$ cat config.mk
export PLATFORM = sky130hd
export DESIGN_NAME = cc1200_spi_responder
export DESIGN_NICKNAME = d
export VERILOG_FILES = /design/src/rtl/cc1200_spi_pkg.sv /design/src/rtl/spi_sync_edge.sv /design/src/rtl/cc1200_spi_responder.sv
export SDC_FILE = /design/constraint.sdc
export NUM_CORES = 1
export LEC_CHECK = 0
export ABC_AREA = 1
export BUFFER_PORTS_ARGS = -buffer_cell sky130_fd_sc_hd__buf_2
export CORE_ASPECT_RATIO = 1.75
export CORE_MARGIN = 2
export CORE_UTILIZATION = 38
export DETAILED_ROUTE_END_ITERATION = 12
export PLACE_DENSITY_LB_ADDON = 0.3
export SLEW_MARGIN = 5
export SYNTH_ARGS = -nofsm -noshare
export SYNTH_HDL_FRONTEND = slang
export SYNTH_HIERARCHICAL = 1
export SYNTH_SLANG_ARGS = --single-unit
$ cat constraint.sdc
create_clock -name clk -period 3.34 [get_ports clk]
set_input_delay 0.835 -clock clk [delete_from_list [all_inputs] [get_ports clk]]
set_output_delay 0.835 -clock clk [all_outputs]
set_load 0.02 [all_outputs]
$ cat src/rtl/cc1200_spi_pkg.sv
// Shared constants, FSM encoding and status-byte helper for the CC1200 SPI responder.
package cc1200_spi_pkg;

   localparam int ADDR_W          = 6;
   localparam int DATA_W          = 8;
   localparam int RW_BIT          = 7;
   localparam int BURST_BIT       = 6;
   localparam int STATUS_RDYN_BIT = 7;

   localparam logic [ADDR_W-1:0] ADDR_SRES  = 6'h30;
   localparam logic [ADDR_W-1:0] ADDR_SRX   = 6'h34;
   localparam logic [ADDR_W-1:0] ADDR_STX   = 6'h35;
   localparam logic [ADDR_W-1:0] ADDR_SIDLE = 6'h36;
   localparam logic [ADDR_W-1:0] STROBE_LO  = 6'h30;
   localparam logic [ADDR_W-1:0] STROBE_HI  = 6'h3D;

   typedef enum logic [1:0] {ST_IDLE, ST_HDR, ST_DATA, ST_IGNORE} state_e;

   // Bit alignment after a chip select that arrived while SCLK was high.
   typedef enum logic [1:0] {ALIGN_OK, WAIT_RISE, WAIT_FALL} align_e;

   function automatic logic [DATA_W-1:0] status_byte(input logic [2:0] st);
      logic [DATA_W-1:0] s;
      s                  = '0;
      s[6:4]             = st;
      s[STATUS_RDYN_BIT] = 1'b0;
      return s;
   endfunction

endpackage

$ cat src/rtl/spi_sync_edge.sv
// Synchronizes SCLK/MOSI/CS_n into clk and produces single-cycle edge pulses.
module spi_sync_edge #(
   parameter int SYNC_STAGES = 2
) (
   input  logic clk,
   input  logic rst,
   input  logic sclk_i,
   input  logic mosi_i,
   input  logic cs_n_i,
   output logic sclk_o,
   output logic sclk_rise_o,
   output logic sclk_fall_o,
   output logic cs_fall_o,
   output logic cs_rise_o,
   output logic mosi_o
);

   logic [SYNC_STAGES-1:0] sclk_sync_q, mosi_sync_q, cs_sync_q;
   logic                   sclk_prev_q, cs_prev_q;

   // The cs_n chain resets low so a select already active during reset is never
   // mistaken for a fresh fall; the master must deselect and reselect first.
   always_ff @(posedge clk) begin
      if (rst) begin
         sclk_sync_q <= '0;
         mosi_sync_q <= '0;
         cs_sync_q   <= '0;
         sclk_prev_q <= 1'b0;
         cs_prev_q   <= 1'b0;
      end else begin
         sclk_sync_q <= {sclk_sync_q[SYNC_STAGES-2:0], sclk_i};
         mosi_sync_q <= {mosi_sync_q[SYNC_STAGES-2:0], mosi_i};
         cs_sync_q   <= {cs_sync_q[SYNC_STAGES-2:0], cs_n_i};
         sclk_prev_q <= sclk_sync_q[SYNC_STAGES-1];
         cs_prev_q   <= cs_sync_q[SYNC_STAGES-1];
      end
   end

   assign sclk_o      = sclk_sync_q[SYNC_STAGES-1];
   assign mosi_o      = mosi_sync_q[SYNC_STAGES-1];
   assign sclk_rise_o = sclk_sync_q[SYNC_STAGES-1] & ~sclk_prev_q;
   assign sclk_fall_o = ~sclk_sync_q[SYNC_STAGES-1] & sclk_prev_q;
   assign cs_fall_o   = ~cs_sync_q[SYNC_STAGES-1] & cs_prev_q;
   assign cs_rise_o   = cs_sync_q[SYNC_STAGES-1] & ~cs_prev_q;

endmodule

$ cat src/rtl/cc1200_spi_responder.sv
// CC1200 register-interface SPI slave with a 64x8 register file.
// Optional command strobes: define CC1200_SPI_RESP_STROBE_EN.
module cc1200_spi_responder
   import cc1200_spi_pkg::*;
#(
   parameter int                SYNC_STAGES = 2,
   parameter logic [DATA_W-1:0] REG_RESET   = 8'h00
) (
   input  logic              clk,
   input  logic              rst,
   input  logic              sclk,
   input  logic              mosi,
   input  logic              cs_n,
   output logic              miso,
   output logic              miso_oe,
   input  logic [2:0]        chip_state,
   input  logic [ADDR_W-1:0] loc_addr,
   output logic [DATA_W-1:0] loc_rdata,
   output logic              wr_valid,
   output logic [ADDR_W-1:0] wr_addr,
   output logic [DATA_W-1:0] wr_data,
   output logic              busy
`ifdef CC1200_SPI_RESP_STROBE_EN
   ,
   output logic              cmd_valid,
   output logic [ADDR_W-1:0] cmd_addr
`endif
);

   logic sclk_s, sclk_rise, sclk_fall, cs_fall, cs_rise, mosi_s;

   spi_sync_edge #(.SYNC_STAGES(SYNC_STAGES)) u_sync (
      .clk         (clk),
      .rst         (rst),
      .sclk_i      (sclk),
      .mosi_i      (mosi),
      .cs_n_i      (cs_n),
      .sclk_o      (sclk_s),
      .sclk_rise_o (sclk_rise),
      .sclk_fall_o (sclk_fall),
      .cs_fall_o   (cs_fall),
      .cs_rise_o   (cs_rise),
      .mosi_o      (mosi_s)
   );

   state_e            state_q;
   align_e            align_q;
   logic [2:0]        bit_cnt_q;
   logic [DATA_W-1:0] rx_q, tx_q;
   logic              rw_q, burst_q;
   logic [ADDR_W-1:0] addr_q;
   logic              miso_q, miso_oe_q, busy_q, wr_valid_q;
   logic [ADDR_W-1:0] wr_addr_q;
   logic [DATA_W-1:0] wr_data_q, loc_rdata_q;
   logic [DATA_W-1:0] regs_q [2**ADDR_W];
   logic [2:0]        status_st;

   logic [DATA_W-1:0] rx_byte_d;
   logic [ADDR_W-1:0] hdr_addr_d, addr_inc_d;
   logic              byte_done_d, hdr_done_d, data_done_d, reg_we_d, strobe_d, reg_clr_d;

`ifdef CC1200_SPI_RESP_STROBE_EN
   logic              cmd_valid_q;
   logic [ADDR_W-1:0] cmd_addr_q;
   logic [2:0]        strobe_st_q;
   logic              unused_chip_state;

   assign unused_chip_state = ^chip_state;
   assign status_st         = strobe_st_q;
   assign cmd_valid         = cmd_valid_q;
   assign cmd_addr          = cmd_addr_q;
`else
   assign status_st = chip_state;
`endif

   always_comb begin
      // NOTE: every always_comb output gets a default first so no path can infer a latch.
      strobe_d    = 1'b0;
      reg_clr_d   = 1'b0;
      rx_byte_d   = {rx_q[DATA_W-2:0], mosi_s};
      hdr_addr_d  = rx_byte_d[ADDR_W-1:0];
      addr_inc_d  = addr_q + ADDR_W'(1);
      byte_done_d = sclk_rise && !cs_rise && (align_q == ALIGN_OK) && (bit_cnt_q == 3'd7)
                    && (state_q == ST_HDR || state_q == ST_DATA);
      hdr_done_d  = byte_done_d && (state_q == ST_HDR);
      data_done_d = byte_done_d && (state_q == ST_DATA);
      reg_we_d    = data_done_d && !rw_q;
`ifdef CC1200_SPI_RESP_STROBE_EN
      strobe_d    = hdr_done_d && !rx_byte_d[RW_BIT] && !rx_byte_d[BURST_BIT]
                    && (hdr_addr_d >= STROBE_LO) && (hdr_addr_d <= STROBE_HI);
      reg_clr_d   = strobe_d && (hdr_addr_d == ADDR_SRES);
`endif
   end

   // NOTE: sequential state uses non-blocking assignments only; later assignments
   // in this block deliberately override earlier ones (byte completion wins over shifting).
   always_ff @(posedge clk) begin
      if (rst) begin
         state_q    <= ST_IDLE;
         align_q    <= ALIGN_OK;
         bit_cnt_q  <= '0;
         rx_q       <= '0;
         tx_q       <= '0;
         rw_q       <= 1'b0;
         burst_q    <= 1'b0;
         addr_q     <= '0;
         miso_q     <= 1'b0;
         miso_oe_q  <= 1'b0;
         busy_q     <= 1'b0;
         wr_valid_q <= 1'b0;
         wr_addr_q  <= '0;
         wr_data_q  <= '0;
`ifdef CC1200_SPI_RESP_STROBE_EN
         cmd_valid_q <= 1'b0;
         cmd_addr_q  <= '0;
         strobe_st_q <= 3'b000;
`endif
      end else begin
         wr_valid_q <= 1'b0;
`ifdef CC1200_SPI_RESP_STROBE_EN
         cmd_valid_q <= 1'b0;
`endif
         if (cs_rise) begin
            state_q   <= ST_IDLE;
            miso_q    <= 1'b0;
            miso_oe_q <= 1'b0;
            busy_q    <= 1'b0;
            tx_q      <= '0;
         end else if (state_q == ST_IDLE) begin
            if (cs_fall) begin
               state_q        <= ST_HDR;
               busy_q         <= 1'b1;
               miso_oe_q      <= 1'b1;
               {miso_q, tx_q} <= {status_byte(status_st), 1'b0};
               bit_cnt_q      <= '0;
               align_q        <= sclk_s ? WAIT_RISE : ALIGN_OK;
            end
         end else begin
            if (sclk_rise) begin
               if (align_q == WAIT_RISE) begin
                  align_q <= WAIT_FALL;
               end else if (align_q == ALIGN_OK) begin
                  rx_q      <= rx_byte_d;
                  bit_cnt_q <= bit_cnt_q + 3'd1;
               end
            end
            if (sclk_fall) begin
               if (align_q == WAIT_FALL) begin
                  align_q <= ALIGN_OK;
               end else if (align_q == ALIGN_OK) begin
                  miso_q <= (state_q != ST_IGNORE) && tx_q[DATA_W-1];
                  tx_q   <= tx_q << 1;
               end
            end
            if (hdr_done_d) begin
               rw_q    <= rx_byte_d[RW_BIT];
               burst_q <= rx_byte_d[BURST_BIT];
               addr_q  <= hdr_addr_d;
               if (strobe_d) begin
                  state_q <= ST_IGNORE;
                  tx_q    <= '0;
`ifdef CC1200_SPI_RESP_STROBE_EN
                  cmd_valid_q <= 1'b1;
                  cmd_addr_q  <= hdr_addr_d;
                  case (hdr_addr_d)
                     ADDR_SIDLE: strobe_st_q <= 3'b000;
                     ADDR_SRX:   strobe_st_q <= 3'b001;
                     ADDR_STX:   strobe_st_q <= 3'b010;
                     ADDR_SRES:  strobe_st_q <= 3'b000;
                     default:    ;
                  endcase
`endif
               end else begin
                  state_q <= ST_DATA;
                  tx_q    <= rx_byte_d[RW_BIT] ? regs_q[hdr_addr_d] : '0;
               end
            end
            if (data_done_d) begin
               if (!rw_q) begin
                  wr_valid_q <= 1'b1;
                  wr_addr_q  <= addr_q;
                  wr_data_q  <= rx_byte_d;
               end
               if (burst_q) begin
                  addr_q <= addr_inc_d;
                  tx_q   <= rw_q ? regs_q[addr_inc_d] : '0;
               end else begin
                  state_q <= ST_IGNORE;
                  tx_q    <= '0;
               end
            end
         end
      end
   end

   always_ff @(posedge clk) begin
      if (rst) loc_rdata_q <= '0;
      else     loc_rdata_q <= regs_q[loc_addr];
      // NOTE: the register file is built from flops, so it can be reset like any other state.
      if (rst || reg_clr_d) begin
         for (int i = 0; i < 2**ADDR_W; i++) regs_q[i] <= REG_RESET;
      end else if (reg_we_d) begin
         regs_q[addr_q] <= rx_byte_d;
      end
   end

   assign miso      = miso_q;
   assign miso_oe   = miso_oe_q;
   assign busy      = busy_q;
   assign wr_valid  = wr_valid_q;
   assign wr_addr   = wr_addr_q;
   assign wr_data   = wr_data_q;
   assign loc_rdata = loc_rdata_q;

endmodule

==> results.md <==
- Routed wire per std cell: around 26 µm
- Post-Syn Nets: about 4,700
- Maximum clock skew at final layout: 28.9 ps
- Part of the power in registers: 49.8%
- Seq/Total Area, Yosys: a little under half
- Final setup violation count: 0
- DRC: 0
- Slack of the critical path: approximately 180 ps
- CP max FO: 9
- Row count: 148
- Commonest cells after routing, fill and taps aside: nor2_1 (1,004), nand2_1 (848), nand3_1 (631), o21ai_0 (535), edfxtp_1 (512)
- FMAX: about 320 MHz
- First-pass GRT wire length: 223 mm
- Root Buffer: clkbuf_16
- Sw frac: around 27%
- Slew HR: between 30% and 40%
- Tmin final: about 3200 ps
- Post_cts resized: 0
- Post-route ant nets: 0
- Setup TNS Final: 0 ps
- Net count, final: about 4,600
- RD Place Congestion: ~0.97
- Area growth, synth to finish: 10.2%
- Worst-Margin Slew: around 1000 ps
- CP Capture Type: flop
- Fillcell total: 9,357
- Critical Setup Path Class: flop to flop
- Detailed Place HPWL: 100 mm
- Place WS: between 100 and 150 ps
- Cts hold-fix bufs: 0
- Synth cell types: 35
- Largest net degree at the start of global routing: between 150 and 200
- WHS Path Cells: 3
- Final Hold Viols: 0
- Vias in the first global route: between 30,000 and 40,000
- # IOs: 40
- Die height: between 400 and 500 µm
- Power Internal: about 0.012 W
- Avg Inst Size Synth: ~7.5 µm²
- Start of the worst register-to-register path: u_sync/sclk_sync_q[1]
- Initial antenna violation count: 3
- Status: complete, no violations
- Initial core utilization: roughly two fifths
- Crit path DAT: around 3500 ps
- DIE AREA: between 90,000 and 100,000 µm²
- CTS Sinks: 575
- Clk slew on worst S/H paths: 70 ps
- Antenna cell count: 0
- Htree depth: 2
- Worst setup path start: u_sync/sclk_sync_q[1]
- FF+latch count, synth: ~580
- Leak: 13.8 nW
- Overflow after GRT: 0
- Combinational power share: around 10%
- R2R Setup Slk: 180 ps
- Placed cells: about 5,700
- Via Count: around 36,000
- Hold EP: u_sync/sclk_sync_q[0]
- Core area: approximately 93,000 µm²
- Part of the power in the clock network: ~40%
- Share of post-route cells with drive strength above 1: 8.42%
- Hold_sp: sclk
- Max_cap viols: 0
- Reg2reg path depth: 13
- CTS Buffer Depth: 3
- Vias per cell: 6.18
- Worst Hold Class: input port to flop
- GR Util All Layers: between 30% and 40%
- Cells after Synth: 4,719
- Critical Path Source Type: flop
- TritonRoute pass-1 iters: 6
- Final period util: a little over nine tenths
- Num CTS Buffers: 53
- Sw Pwr: ~0.0046 W
- Worst-case vdd ir drop: ~0.00041 V
- Reg2reg end: regs_q[59][2]
- CP required: 3630 ps
- Power per cell area: 431 nW/µm²
- Unrepaired setup endpoints after global routing: false
- Clock Latency Late Sink: 670 ps
- CTS tree: built
- Die Width: 235 µm
- Most common cell after layout, fill and taps aside: nor2_1
- Non-filler instance count after layout: around 5,800
- Yosys warns: 6
- Mapped cell area: 35,400 µm²
- PortBufs: 39
- Setup Fix Bufs, Post-CTS: 0
- WL final: about 150 mm
- Slew Limit Fails: 0
- DR iter-0 viols: 5,265
==> cells in the mapped netlist <==
| master | count | area (µm²) |
|---|---|---|
| nor3_4 | 3 | 48.8 |
| nor2_1 | 1004 | 3770 |
| xor2_2 | 1 | 16.3 |
| clkinv_1 | 10 | 37.5 |
| o211ai_1 | 163 | 1220 |
| or2_2 | 1 | 6.26 |
| edfxtp_1 | 512 | 15400 |
| nor3_2 | 6 | 60.1 |
| buf_1 | 44 | 165 |
| o221ai_1 | 60 | 526 |
| o311ai_0 | 8 | 70.1 |
| buf_4 | 1 | 7.51 |
| o22ai_1 | 11 | 68.8 |
| nor3_1 | 5 | 25.0 |
| a21oi_1 | 219 | 1100 |
| o21ai_1 | 1 | 5.00 |
| o21ai_0 | 535 | 2680 |
| nor2_2 | 7 | 43.8 |
| xor2_1 | 1 | 8.76 |
| inv_1 | 133 | 499 |
| inv_2 | 10 | 37.5 |
| nand3_1 | 631 | 3160 |
| and2_0 | 1 | 6.26 |
| ha_1 | 7 | 87.6 |
| o21a_1 | 4 | 30.0 |
| xnor2_1 | 1 | 8.76 |
| dfxtp_1 | 63 | 1260 |
| a221oi_1 | 5 | 43.8 |
| a211oi_1 | 3 | 22.5 |
| nand2_2 | 63 | 394 |
| nor2_4 | 1 | 11.3 |
| nand2_1 | 848 | 3180 |
| buf_2 | 46 | 230 |
| buf_6 | 1 | 11.3 |
| clkbuf_1 | 310 | 1160 |
==> state kept, by name (all words and copies together), names as in the netlist <==
register            flops
addr_q                  6
align_q                 2
bit_cnt_q               3
burst_q                 1
busy                    1
loc_rdata               8
miso                    1
regs_q                512
rw_q                    1
rx_q                    7
state_q                 2
tx_q                    8
u_sync/cs_prev_q        1
u_sync/cs_sync_q        2
u_sync/mosi_sync_q      2
u_sync/sclk_prev_q      1
u_sync/sclk_sync_q      2
wr_addr                 6
wr_data                 8
wr_valid                1
==> metal layers <==
layer  track usage, %  routed length (µm)  vias to the layer above
met5                0                   0                        -
met1             35.6               52300                    16800
met3             4.49               13500                      694
li1                 -                   -                    15900
met2             50.1               70500                     2456
met4             27.5               16500                        0
==> worst max-delay path, cell delays in order (launching register included) <==
cell     delay, ps
dfxtp_1        350
inv_1           60
nor2_1         180
nand3_1        150
nor2_1         180
nand3_1        110
nor2_1         110
inv_1           80
nor2_2         160
inv_1          180
nor3_4         340
buf_4          220
nand2_2        180
nand2_1        490
==> how the worst max path moves through the flow <==
stage / end / slack (ps)
after floorplan: regs_q[41][0] / 1010
final: regs_q[59][2] / 180
after global placement: loc_rdata[0] / 170
after detailed placement: loc_rdata[0] / 140
after CTS: regs_q[59][2] / 300
after global routing: regs_q[59][3] / 20
==> logic make-up after synthesis <==
kind of cell	after synthesis	synth area share [%]
AO/OA/AOI/OAI	1009	16.3
buffers and inverters	555	6.08
flip-flops	575	47.0
adder cells (fa/ha/maj)	7	0.248
AND/OR/NAND/NOR	2570	30.3
XOR/XNOR	3	0.0955
==> metrics by stage <==
step / hold WS, ps / util (%) / power, W / cell area, µm²
2_1_floorplan: 388 / - / 0.00939 / 35400
3_3_place_gp: 382 / 40.1 / 0.0101 / 37200
3_5_place_dp: 390 / 40.1 / 0.0102 / 37200
4_1_cts: 386 / 42.1 / 0.0168 / 39000
5_1_grt: 391 / 42.1 / 0.0172 / 39000
6_report: 391 / 42.1 / 0.0168 / 39000
==> area by class of cell <==
| class | count | area, µm² | share of cell area (%) |
|---|---|---|---|
| Clock buffer | 66 | 1440 | 3.68 |
| Sequential cell | 575 | 16700 | 42.7 |
| Tap cell | 1200 | 1500 | 3.85 |
| Clock inverter | 31 | 394 | 1.01 |
| Timing Repair Buffer | 193 | 1790 | 4.59 |
| Multi-Input combinational cell | 3589 | 16600 | 42.6 |
| Inverter | 153 | 613 | 1.57 |
==> power groups by stage <==
stage / registers (W) / clock network (W) / logic (W)
final: 0.00837 / 0.00672 / 0.00172
after global routing: 0.00838 / 0.00699 / 0.00184
after CTS: 0.00835 / 0.00675 / 0.00166
after detailed placement: 0.00850 / 0 / 0.00165
after global placement: 0.00851 / 0 / 0.00164
after floorplan: 0.00837 / 0 / 0.00102
No activity file was read; power rests on OpenSTA's default activity.
